===== src/rtl/jtcps1_pkg.sv =====
// Shared definitions for the CPS1 VRAM arbiter: port count, word-address width,
// FSM state encoding and small port-index helpers.
package jtcps1_pkg;

    localparam int NPORTS = 3;
    localparam int AW     = 23;
    localparam int DW     = 16;

    typedef logic [AW:1]   addr_t;
    typedef logic [DW-1:0] data_t;
    typedef logic [1:0]    port_t;

    typedef enum logic {
        ST_IDLE = 1'b0,
        ST_BUSY = 1'b1
    } state_t;

    function automatic port_t next_port(input port_t p);
        return (p == port_t'(NPORTS - 1)) ? port_t'(0) : p + port_t'(1);
    endfunction

    // Walks the ports with a port_t index so the scan never needs a wide integer index.
    function automatic port_t onehot_to_port(input logic [NPORTS-1:0] oh);
        port_t r;
        port_t p;
        r = '0;
        p = '0;
        for (int k = 0; k < NPORTS; k++) begin
            if (oh[p]) r = p;
            p = next_port(p);
        end
        return r;
    endfunction

endpackage


===== src/rtl/jtcps1_vram_arb_if.sv =====
// Shared VRAM read bus between the arbiter (master) and the memory controller (slave).
interface jtcps1_vram_arb_if;
    import jtcps1_pkg::*;

    addr_t mem_addr;
    logic  mem_rd;
    data_t mem_data;
    logic  mem_ack;

    modport master (
        output mem_addr,
        output mem_rd,
        input  mem_data,
        input  mem_ack
    );

    modport slave (
        input  mem_addr,
        input  mem_rd,
        output mem_data,
        output mem_ack
    );

endinterface


===== src/rtl/jtcps1_rr_sel.sv =====
// Grant selector: picks one pending port, either round-robin starting after the
// last granted port or with fixed priority 1 > 2 > 3.
module jtcps1_rr_sel
    import jtcps1_pkg::*;
#(
    parameter int PRIO_FIXED = 0
) (
    input  logic [NPORTS-1:0] pending,
    input  port_t             last,
    output logic [NPORTS-1:0] grant
);

    port_t idx;

    always_comb begin
        // NOTE: every variable written here gets a value before any branch, so no latch can be inferred.
        grant = '0;
        idx   = (PRIO_FIXED != 0) ? port_t'(0) : next_port(last);
        for (int k = 0; k < NPORTS; k++) begin
            if (grant == '0 && pending[idx]) grant[idx] = 1'b1;
            idx = next_port(idx);
        end
    end

endmodule


===== src/rtl/jtcps1_vram_arb.sv =====
// Arbitrates three scroll-layer VRAM fetchers onto one shared read port.
// Optional per-layer one-entry read cache: define JTCPS1_VRAM_CACHE_EN.
module jtcps1_vram_arb
    import jtcps1_pkg::*;
#(
    parameter int PRIO_FIXED = 0
) (
    input  logic  clk,
    input  logic  rst,

    input  addr_t vram1_addr,
    input  logic  vram1_cs,
    output data_t vram1_data,
    output logic  vram1_ok,

    input  addr_t vram2_addr,
    input  logic  vram2_cs,
    output data_t vram2_data,
    output logic  vram2_ok,

    input  addr_t vram3_addr,
    input  logic  vram3_cs,
    output data_t vram3_data,
    output logic  vram3_ok,

    input  logic  flush,

    jtcps1_vram_arb_if.master mem
);

    addr_t             addr [NPORTS];
    data_t             data [NPORTS];
    logic [NPORTS-1:0] cs;
    logic [NPORTS-1:0] ok;
    logic [NPORTS-1:0] pending;
    logic [NPORTS-1:0] hit;
    logic [NPORTS-1:0] arb_req;
    logic [NPORTS-1:0] grant;

    state_t state, state_nx;
    addr_t  mem_addr_q, mem_addr_nx;
    logic   mem_rd_q, mem_rd_nx;
    port_t  gnt_q, gnt_nx;
    port_t  last_q, last_nx;
    logic   ack_done;

    assign addr[0] = vram1_addr;
    assign addr[1] = vram2_addr;
    assign addr[2] = vram3_addr;
    assign cs      = {vram3_cs, vram2_cs, vram1_cs};

    assign vram1_ok   = ok[0];
    assign vram2_ok   = ok[1];
    assign vram3_ok   = ok[2];
    assign vram1_data = data[0];
    assign vram2_data = data[1];
    assign vram3_data = data[2];

    assign mem.mem_addr = mem_addr_q;
    assign mem.mem_rd   = mem_rd_q;

    // An ack only completes a read while a request is outstanding.
    assign ack_done = (state == ST_BUSY) && mem.mem_ack;

    // Cache hits are served locally and never reach the memory arbiter.
    assign arb_req = pending & ~hit;

    jtcps1_rr_sel #(
        .PRIO_FIXED (PRIO_FIXED)
    ) u_sel (
        .pending (arb_req),
        .last    (last_q),
        .grant   (grant)
    );

    always_comb begin
        state_nx    = state;
        mem_addr_nx = mem_addr_q;
        mem_rd_nx   = mem_rd_q;
        gnt_nx      = gnt_q;
        last_nx     = last_q;
        case (state)
            ST_IDLE: begin
                if (grant != '0) begin
                    gnt_nx      = onehot_to_port(grant);
                    last_nx     = gnt_nx;
                    mem_addr_nx = addr[gnt_nx];
                    mem_rd_nx   = 1'b1;
                    state_nx    = ST_BUSY;
                end
            end
            ST_BUSY: begin
                if (mem.mem_ack) begin
                    mem_rd_nx = 1'b0;
                    state_nx  = ST_IDLE;
                end
            end
            default: begin
                mem_rd_nx = 1'b0;
                state_nx  = ST_IDLE;
            end
        endcase
    end

    always_ff @(posedge clk) begin
        // NOTE: non-blocking assignments make every register see the pre-edge values of the others.
        if (rst) begin
            state      <= ST_IDLE;
            mem_addr_q <= '0;
            mem_rd_q   <= 1'b0;
            gnt_q      <= '0;
            // Pointer starts on the last port so the first search begins at port 1.
            last_q     <= port_t'(NPORTS - 1);
        end else begin
            state      <= state_nx;
            mem_addr_q <= mem_addr_nx;
            mem_rd_q   <= mem_rd_nx;
            gnt_q      <= gnt_nx;
            last_q     <= last_nx;
        end
    end

    for (genvar n = 0; n < NPORTS; n++) begin : g_port
        addr_t lat_r;
        data_t data_r;
        logic  ok_r;
        logic  same;
        logic  done;
        logic  refill;
        data_t hit_data;

        assign same       = (addr[n] == lat_r);
        assign pending[n] = cs[n] && (!ok_r || !same);
        assign refill     = ack_done && (gnt_q == port_t'(n));
        // Data is delivered only if the layer still wants the very word that was read.
        assign done       = refill && cs[n] && (addr[n] == mem_addr_q);

`ifdef JTCPS1_VRAM_CACHE_EN
        addr_t c_addr;
        data_t c_data;
        logic  c_valid;

        assign hit[n]   = pending[n] && c_valid && !flush && (addr[n] == c_addr);
        assign hit_data = c_data;

        // A flush wins over a refill landing on the same edge.
        always_ff @(posedge clk) begin
            if (rst)         c_valid <= 1'b0;
            else if (flush)  c_valid <= 1'b0;
            else if (refill) c_valid <= 1'b1;
        end

        // NOTE: the cache address/data storage is left unreset; the valid bit alone qualifies it.
        always_ff @(posedge clk) begin
            if (refill) begin
                c_addr <= mem_addr_q;
                c_data <= mem.mem_data;
            end
        end
`else
        assign hit[n]   = 1'b0;
        assign hit_data = '0;
`endif

        always_ff @(posedge clk) begin
            if (rst) begin
                ok_r   <= 1'b0;
                data_r <= '0;
                lat_r  <= '0;
            end else if (done) begin
                ok_r   <= 1'b1;
                data_r <= mem.mem_data;
                lat_r  <= mem_addr_q;
            end else if (hit[n]) begin
                ok_r   <= 1'b1;
                data_r <= hit_data;
                lat_r  <= addr[n];
            end else begin
                ok_r   <= ok_r && cs[n] && same;
            end
        end

        assign ok[n]   = ok_r;
        assign data[n] = data_r;
    end

`ifndef JTCPS1_VRAM_CACHE_EN
    // Without a cache there is nothing to invalidate.
    logic unused_flush;
    assign unused_flush = flush;
`endif

endmodule

===== src/flat_wrapper.sv =====
// flat-port wrapper written by rule: the top's interface ports become plain ports
module jtcps1_vram_arb_flat import jtcps1_pkg::*;
#(
    parameter int PRIO_FIXED = 0
)
  (clk, rst, vram1_addr, vram1_cs, vram1_data, vram1_ok, vram2_addr, vram2_cs, vram2_data, vram2_ok, vram3_addr, vram3_cs, vram3_data, vram3_ok, flush, mem_mem_addr, mem_mem_rd, mem_mem_data, mem_mem_ack);
  jtcps1_vram_arb_if mem_i ();
  input  logic clk;
  input  logic rst;
  input  addr_t vram1_addr;
  input  logic vram1_cs;
  output data_t vram1_data;
  output logic vram1_ok;
  input  addr_t vram2_addr;
  input  logic vram2_cs;
  output data_t vram2_data;
  output logic vram2_ok;
  input  addr_t vram3_addr;
  input  logic vram3_cs;
  output data_t vram3_data;
  output logic vram3_ok;
  input  logic flush;
  output wire logic [$bits(mem_i.mem_addr)-1:0] mem_mem_addr;
  output wire logic [$bits(mem_i.mem_rd)-1:0] mem_mem_rd;
  input wire logic [$bits(mem_i.mem_data)-1:0] mem_mem_data;
  input wire logic [$bits(mem_i.mem_ack)-1:0] mem_mem_ack;
  assign mem_mem_addr = mem_i.mem_addr;
  assign mem_mem_rd = mem_i.mem_rd;
  assign mem_i.mem_data = mem_mem_data;
  assign mem_i.mem_ack = mem_mem_ack;
  jtcps1_vram_arb #(.PRIO_FIXED(PRIO_FIXED)) u_core (.clk(clk), .rst(rst), .vram1_addr(vram1_addr), .vram1_cs(vram1_cs), .vram1_data(vram1_data), .vram1_ok(vram1_ok), .vram2_addr(vram2_addr), .vram2_cs(vram2_cs), .vram2_data(vram2_data), .vram2_ok(vram2_ok), .vram3_addr(vram3_addr), .vram3_cs(vram3_cs), .vram3_data(vram3_data), .vram3_ok(vram3_ok), .flush(flush), .mem(mem_i));
endmodule

===== config.mk =====
export PLATFORM = sky130hd
export DESIGN_NAME = jtcps1_vram_arb_flat
export DESIGN_NICKNAME = d
export VERILOG_FILES = /design/src/rtl/jtcps1_pkg.sv /design/src/rtl/jtcps1_vram_arb_if.sv /design/src/rtl/jtcps1_rr_sel.sv /design/src/rtl/jtcps1_vram_arb.sv /design/src/flat_wrapper.sv
export SDC_FILE = /design/constraint.sdc
export NUM_CORES = 1
export LEC_CHECK = 0
export CAP_MARGIN = 5
export CORE_UTILIZATION = 51
export CTS_BUF_LIST = sky130_fd_sc_hd__clkbuf_16
export DETAILED_ROUTE_END_ITERATION = 16
export PLACE_DENSITY = 0.81
export SLEW_MARGIN = 20
export SYNTH_ARGS = -nofsm -noshare
export SYNTH_HDL_FRONTEND = slang
export SYNTH_SLANG_ARGS = --single-unit

===== constraint.sdc =====
create_clock -name clk -period 2.93 [get_ports clk]
set_input_delay 0.586 -clock clk [delete_from_list [all_inputs] [get_ports clk]]
set_output_delay 0.586 -clock clk [all_outputs]
set_load 0.01 [all_outputs]

## Word level (Yosys, flattened, before mapping)

Cells that the tools add are included.

- Bits in registers: 149
- Word-level logic and storage cells: 114
- Output and inout port bits: 75
- Bits of input ports: 92

- Eq/ne operators: 13
- Reduce and logical (&&, ||, !) cells: 39
- Magnitude comparators: 7
- Bitwise operators: 4
- Add/subtract/negate cells: 3
- Muxes and demuxes: 34

Operators with widths:

| cell | count |
|---|---|
| $eq A23 B23 Y1 | 6 |
| $bmux W23 S2 | 1 |
| $mux W23 | 2 |
| $logic_and A1 B1 Y1 | 24 |
| $mux W1 | 14 |
| $mux W2 | 6 |
| $lt A2 B3 Y1 const B | 3 |
| $mux W3 | 3 |
| $eq A2 B2 Y1 const B | 4 |
| $add A2 B1 Y2 const B | 3 |
| $bmux W1 S2 | 3 |
| $demux W1 S2 | 3 |
| $ge A2 B1 Y1 const B | 3 |
| $logic_not A1 Y1 | 6 |
| $logic_not A3 Y1 | 2 |
| $or A3 B3 Y3 | 2 |
| $pmux W1 S2 | 2 |
| $reduce_and A2 Y1 | 2 |
| $ge A3 B3 Y1 const B | 1 |
| $logic_or A1 B1 Y1 | 3 |
| $not A2 Y3 | 1 |
| $reduce_bool A3 Y1 | 1 |
| $eq A2 B1 Y1 const B | 1 |
| $logic_not A2 Y1 | 1 |
| other kinds (3) | 3 |

## Logic depth before layout (Yosys ltp)

- Depth in word-level cells: 21
- Depth in mapped cells: 9
- Gate-level depth less buffers: 7

## Cells and area by module

Synthesis repeated with hierarchy kept, for this count alone.

- Cells, all modules: 815
- Area total of the unflattened synthesis: 7862.5 µm²

Modules (own cells, without submodules):

| module | cells each | sequential area each (µm²) | area an instance (µm²) | instances |
|---|---|---|---|---|
| jtcps1_vram_arb | 806 | 2962.8 | 7803.7 | 1 |
| jtcps1_rr_sel | 9 | 0.0 | 58.8 | 1 |

## Worst setup path before layout

OpenSTA, ideal clock, no wires.

- Kind: input to register
- From: input vram1_addr[2]
- To: register u_core.mem_addr_q[2], in the netlist u_core.mem.mem_addr[2]
- Arrival time: 2.493 ns
- Path buffers: 1
- Setup time: 0.121 ns
- Stages on the path: 8
- Data required time: 2.809 ns
- Path slack: 0.316 ns
- Path through: xor2_1 or4b_4 nor4_4 a21boi_2 o31ai_2 a211o_4 buf_12 o21ai_2

- Cells in the longest elaborated chain, start to end: 21
- Elaborated cells between the ends (all ways): 29
- Those cells by class: eq/ne: 1; mux: 16; bitwise: 3; reduce/logical: 9

RTL lines:

| element | RTL line | RTL |
|---|---|---|
| from (decl) | flat_wrapper.sv:10 | `input addr_t vram1_addr;` |
| $eq A23 B23 Y1 | jtcps1_vram_arb.sv:132 | `assign same = (addr[n] == lat_r);` |
| $logic_not A1 Y1 | jtcps1_vram_arb.sv:133 | `assign pending[n] = cs[n] && (!ok_r \|\| !same);` |
| $logic_or A1 B1 Y1 | jtcps1_vram_arb.sv:133 |  |
| $logic_and A1 B1 Y1 | jtcps1_vram_arb.sv:133 |  |
| $bmux W1 S2 | jtcps1_rr_sel.sv:20 | `if (grant == '0 && pending[idx]) grant[idx] = 1'b1;` |
| $mux W1 (not written as such) | jtcps1_rr_sel.sv:20 |  |
| $mux W3 | jtcps1_rr_sel.sv:20 |  |
| $logic_not A3 Y1 | jtcps1_rr_sel.sv:20 |  |
| [... 4 more ...] | n/a |  |
| $mux W3 | jtcps1_rr_sel.sv:20 |  |
| $mux W1 | jtcps1_pkg.sv:29 | `if (oh[p]) r = p;` |
| $mux W2 | jtcps1_pkg.sv:29 |  |
| $mux W2 | jtcps1_vram_arb.sv:84 | `if (grant != '0) begin` |
| $mux W2 | jtcps1_vram_arb.sv:82 | `case (state)` |
| $not A2 Y3 (not written as such) | jtcps1_vram_arb.sv:87 | `mem_addr_nx = addr[gnt_nx];` |
| $bmux W23 S2 | jtcps1_vram_arb.sv:87 |  |
| $mux W23 (not written as such) (2 in a row) | jtcps1_vram_arb.sv:87 |  |
| to (signal assigned) | jtcps1_vram_arb.sv:116 | `mem_addr_q <= mem_addr_nx;` |
| to (decl) | jtcps1_vram_arb.sv:41 | `addr_t mem_addr_q, mem_addr_nx;` |

Several ways; a longest one is shown, not always the timed one. The select of a mux whose other input is x is not followed.
A chain may end at the register's enable or synchronous reset.

## Final worst setup path

- From: input vram1_addr[21]
- To: register u_core.mem_addr_q[20], in the netlist u_core.mem.mem_addr[20]

- Cells in the longest elaborated chain, start to end: 21
- Elaborated cells between the ends (all ways): 29
- Those cells by class: eq/ne: 1; mux: 16; bitwise: 3; reduce/logical: 9

RTL lines:

| element | RTL line |
|---|---|
| $eq A23 B23 Y1 * | jtcps1_vram_arb.sv:132 |
| $logic_not A1 Y1 * | jtcps1_vram_arb.sv:133 |
| $logic_or A1 B1 Y1 * | jtcps1_vram_arb.sv:133 |
| $logic_and A1 B1 Y1 * | jtcps1_vram_arb.sv:133 |
| $bmux W1 S2 | jtcps1_rr_sel.sv:20 |
| $mux W1 (not written as such) | jtcps1_rr_sel.sv:20 |
| $mux W3 | jtcps1_rr_sel.sv:20 |
| $logic_not A3 Y1 | jtcps1_rr_sel.sv:20 |
| [... 4 more ...] | n/a |
| $mux W3 * | jtcps1_rr_sel.sv:20 |
| $mux W1 | jtcps1_pkg.sv:29 |
| $mux W2 | jtcps1_pkg.sv:29 |
| $mux W2 | jtcps1_vram_arb.sv:84 |
| $mux W2 | jtcps1_vram_arb.sv:82 |
| $not A2 Y3 (not written as such) | jtcps1_vram_arb.sv:87 |
| $bmux W23 S2 | jtcps1_vram_arb.sv:87 |
| $mux W23 (not written as such) (2 in a row) | jtcps1_vram_arb.sv:87 |

Mark *: on every way between the ends. The rest lies on a longest branch, timed or not. The select of a mux whose other input is x is not followed.

==> summary.md <==
| Metric | Value |
|---|---|
| CP Class | `input pin to flop` |
| GPL Wtd Cong | `0.953` |
| Syn Nets | `851` |
| Worst-margin pin slew | `635 ps` |
| Switching power share of the total | `28.1%` |
| Worst-path clk slew | `60 ps` |
| Die X | `123 µm` |
| Starting density of the core | `52.9%` |
| Number of global-route vias before repair | `6,593` |
| Antenna viol nets, final | `0` |
| Final Instance Area | `0.0106 mm²` |
| Crit Path Max Fanout | `20` |
| CTS tree | `done` |
| DP HPWL | `17,900 µm` |
| Nets | `1,085` |
| Wirelength per Cell | `20.3 µm` |
| Leakage | `0.00389 µW` |
| I/O pin count | `167` |
| Final non-filler cell total | `1,186` |
| PostCTS Resize Cnt | `0` |
| Root buf cell | `clkbuf_16` |
| Post-synth EDFFs | `0` |
| Postcts setup bufs | `0` |
| Avg Inst Size Synth | `9.82 µm²` |
| Sequential area share after synthesis | `39.7%` |
| FMAX | `347 MHz` |
| Most frequent cells in the layout | `clkdlybuf4s50_1 (164), dfxtp_1 (148), mux2i_1 (139)` |
| CTS HTree Levels | `4` |
| IO Port Bufs | `165` |
| Clock buffer count from CTS | `17` |
| Hold buffers post-CTS | `0` |
| Sequential share of power | `42.1%` |
| Max Slew Vio Count | `0` |
| Mapped Cells | `759` |
| Async SR Flop Fraction | `0%` |
| Placed cell count | `1,153` |
| Setup crit start kind | `input pin` |
| Final hold vios | `0` |
| Layout area overhead | `41.9%` |
| #FFs+latches synth | `148` |
| Most common cell after layout, fill and taps aside | `clkdlybuf4s50_1` |
| Outcome | `completed` |
| Setup WS pre-CTS | `-316 ps` |
| Vias | `6,649` |
| Global-route wire length before repair | `36,000 µm` |
| Synthesized cell area | `0.00746 mm²` |
| Post-DP Area | `0.00998 mm²` |
| CP arrival | `3200 ps` |
| RSZ-0062 raised after global routing | `true` |
| Yosys warns | `0` |
| Fin crit share | `98.3%` |
| Final Power | `5080 µW` |
| Nature of the critical path endpoint | `flop` |
| Clock Latency Late Sink | `430 ps` |
| Die Ht | `123 µm` |
| Die ar. | `0.0151 mm²` |
| Pwr dens | `480 mW/mm²` |
| Largest net degree at the start of global routing | `80` |
| DR pass1 iterations | `5` |
| P_int | `3650 µW` |
| Net Sw Power | `1430 µW` |
| Total global-route track usage | `32.4%` |
| Gr ovfl total | `0` |
| Antenna diode count | `0` |
| Logic gate share of total power | `16.6%` |
| Max-cap viol count | `0` |
| Clock share of power | `41.3%` |
| DR DRC count | `0` |
| Post-synth cell types | `44` |
| Vias per cell | `5.61` |
| Layout cells sized above 1 | `17.6%` |
| Final setup viols | `0` |
| Clock tree buffer depth | `2` |
| Iter 0 DRT Violations | `593` |
| Clock skew | `7.91 ps` |
| Final core occ | `75.1%` |
| Prevailing post-synth register cell | `dfxtp_1` |
| Minimum clock period | `2880 ps` |
| Initial antenna violation count | `0` |
| Filler cells | `1,050` |
| Core Footprint | `0.0141 mm²` |
| Clk sinks | `148` |
| Worst min path class | `flop to flop` |
| Row count | `43` |
| Final WS setup | `49.0 ps` |
| Worst vdd ir | `0.398 mV` |
| Required time of the critical path | `3240 ps` |
| DRT Wirelength | `24,100 µm` |
| Worst slew margin | `57.7%` |
[power groups by stage]
stage | clock network (µW) | registers [µW] | logic, µW
floorplan | 0 | 2130 | 402
finish | 2100 | 2140 | 843
global placement | 0 | 2180 | 809
detailed placement | 0 | 2180 | 812
global route | 2200 | 2140 | 882
CTS | 2110 | 2130 | 821
[metrics by stage]
stage	hold slack, ps	setup TNS [ps]
2_1_floorplan	476	0
3_3_place_gp	456	-12160
3_5_place_dp	458	-15850
4_1_cts	469	0
5_1_grt	513	-3.55
6_report	468	0
[final timing paths]
| kind | start | to | slack [ps] | depth (start not counted) |
|---|---|---|---|---|
| worst max register to register | u_core.g_port[1].lat_r[22]$_SDFFE_PP0P_ | u_core.mem.mem_addr[20]$_SDFFE_PP0P_ | 360 | 11 |
| worst min register to register | u_core.mem.mem_rd$_SDFFE_PP0P_ | u_core.mem.mem_rd$_SDFFE_PP0P_ | 470 | 2 |
| worst max-delay path | vram1_addr[21] | u_core.mem.mem_addr[20]$_SDFFE_PP0P_ | 50 | 9 |
| worst min-delay path | u_core.mem.mem_rd$_SDFFE_PP0P_ | u_core.mem.mem_rd$_SDFFE_PP0P_ | 470 | 2 |
[layer usage]
metal	vias to the layer above	global-route usage, %	routed length, µm
met5	-	0	0
met4	0	15.7	839
met3	49	9.09	2010
met2	324	52.6	11200
met1	3148	39.4	9970
li1	3128	-	-
[cell families after synthesis]
kind of cell / synth area share, %
multiplexers: 18.8
buffers and inverters: 4.43
XOR/XNOR: 16.2
AND/OR/NAND/NOR: 12.9
flip-flops: 39.7
AO/OA/AOI/OAI: 7.95
[state kept, by name (all words and copies together), names as in the netlist]
name	count
u_core.state	1
u_core.last_q	2
u_core.vram2_ok	1
u_core.vram1_data	16
u_core.mem.mem_addr	23
u_core.vram2_data	16
u_core.vram3_ok	1
u_core.vram3_data	16
u_core.gnt_q	1
u_core.mem.mem_rd	1
u_core.vram1_ok	1
u_core.g_port.lat_r	69
[final cells by class]
class	count	area (µm²)	area share (%)
Clock buffer	17	425	4.02
Clock inverter	15	133	1.25
Inverter	2	7.51	0.0709
Multi-Input combinational cell	549	4210	39.8
Sequential cell	148	2960	28.0
Tap cell	180	225	2.13
Timing Repair Buffer	275	2620	24.7
[cells in the mapped netlist (2+ instances only)]
cell,count,share of area (%)
buf_12,2,0.54
a32oi_1,24,2.8
nand4b_1,2,0.23
o21ai_0,4,0.27
a21oi_1,5,0.34
clkbuf_1,39,2.0
buf_4,4,0.40
xor2_1,73,8.6
o21ai_2,20,2.3
buf_2,10,0.67
nor2_1,126,6.3
nand3_1,6,0.40
dfxtp_1,148,40
mux2i_1,140,19
xnor2_1,65,7.6
nor4_1,27,2.3
buf_6,5,0.75
nand4_1,21,1.8
nand2_1,9,0.45
inv_1,2,0.10
nor3_1,4,0.27
[critical path: stages]
cell and delay, ps:
clkdlybuf4s50_1 480, xor2_1 200, or4_1 580, nor4_4 410, a21boi_2 150, o31ai_2 320
a211o_4 180, buf_12 200, o21ai_2 80
Note: power is estimated with default switching activity, not from simulation.
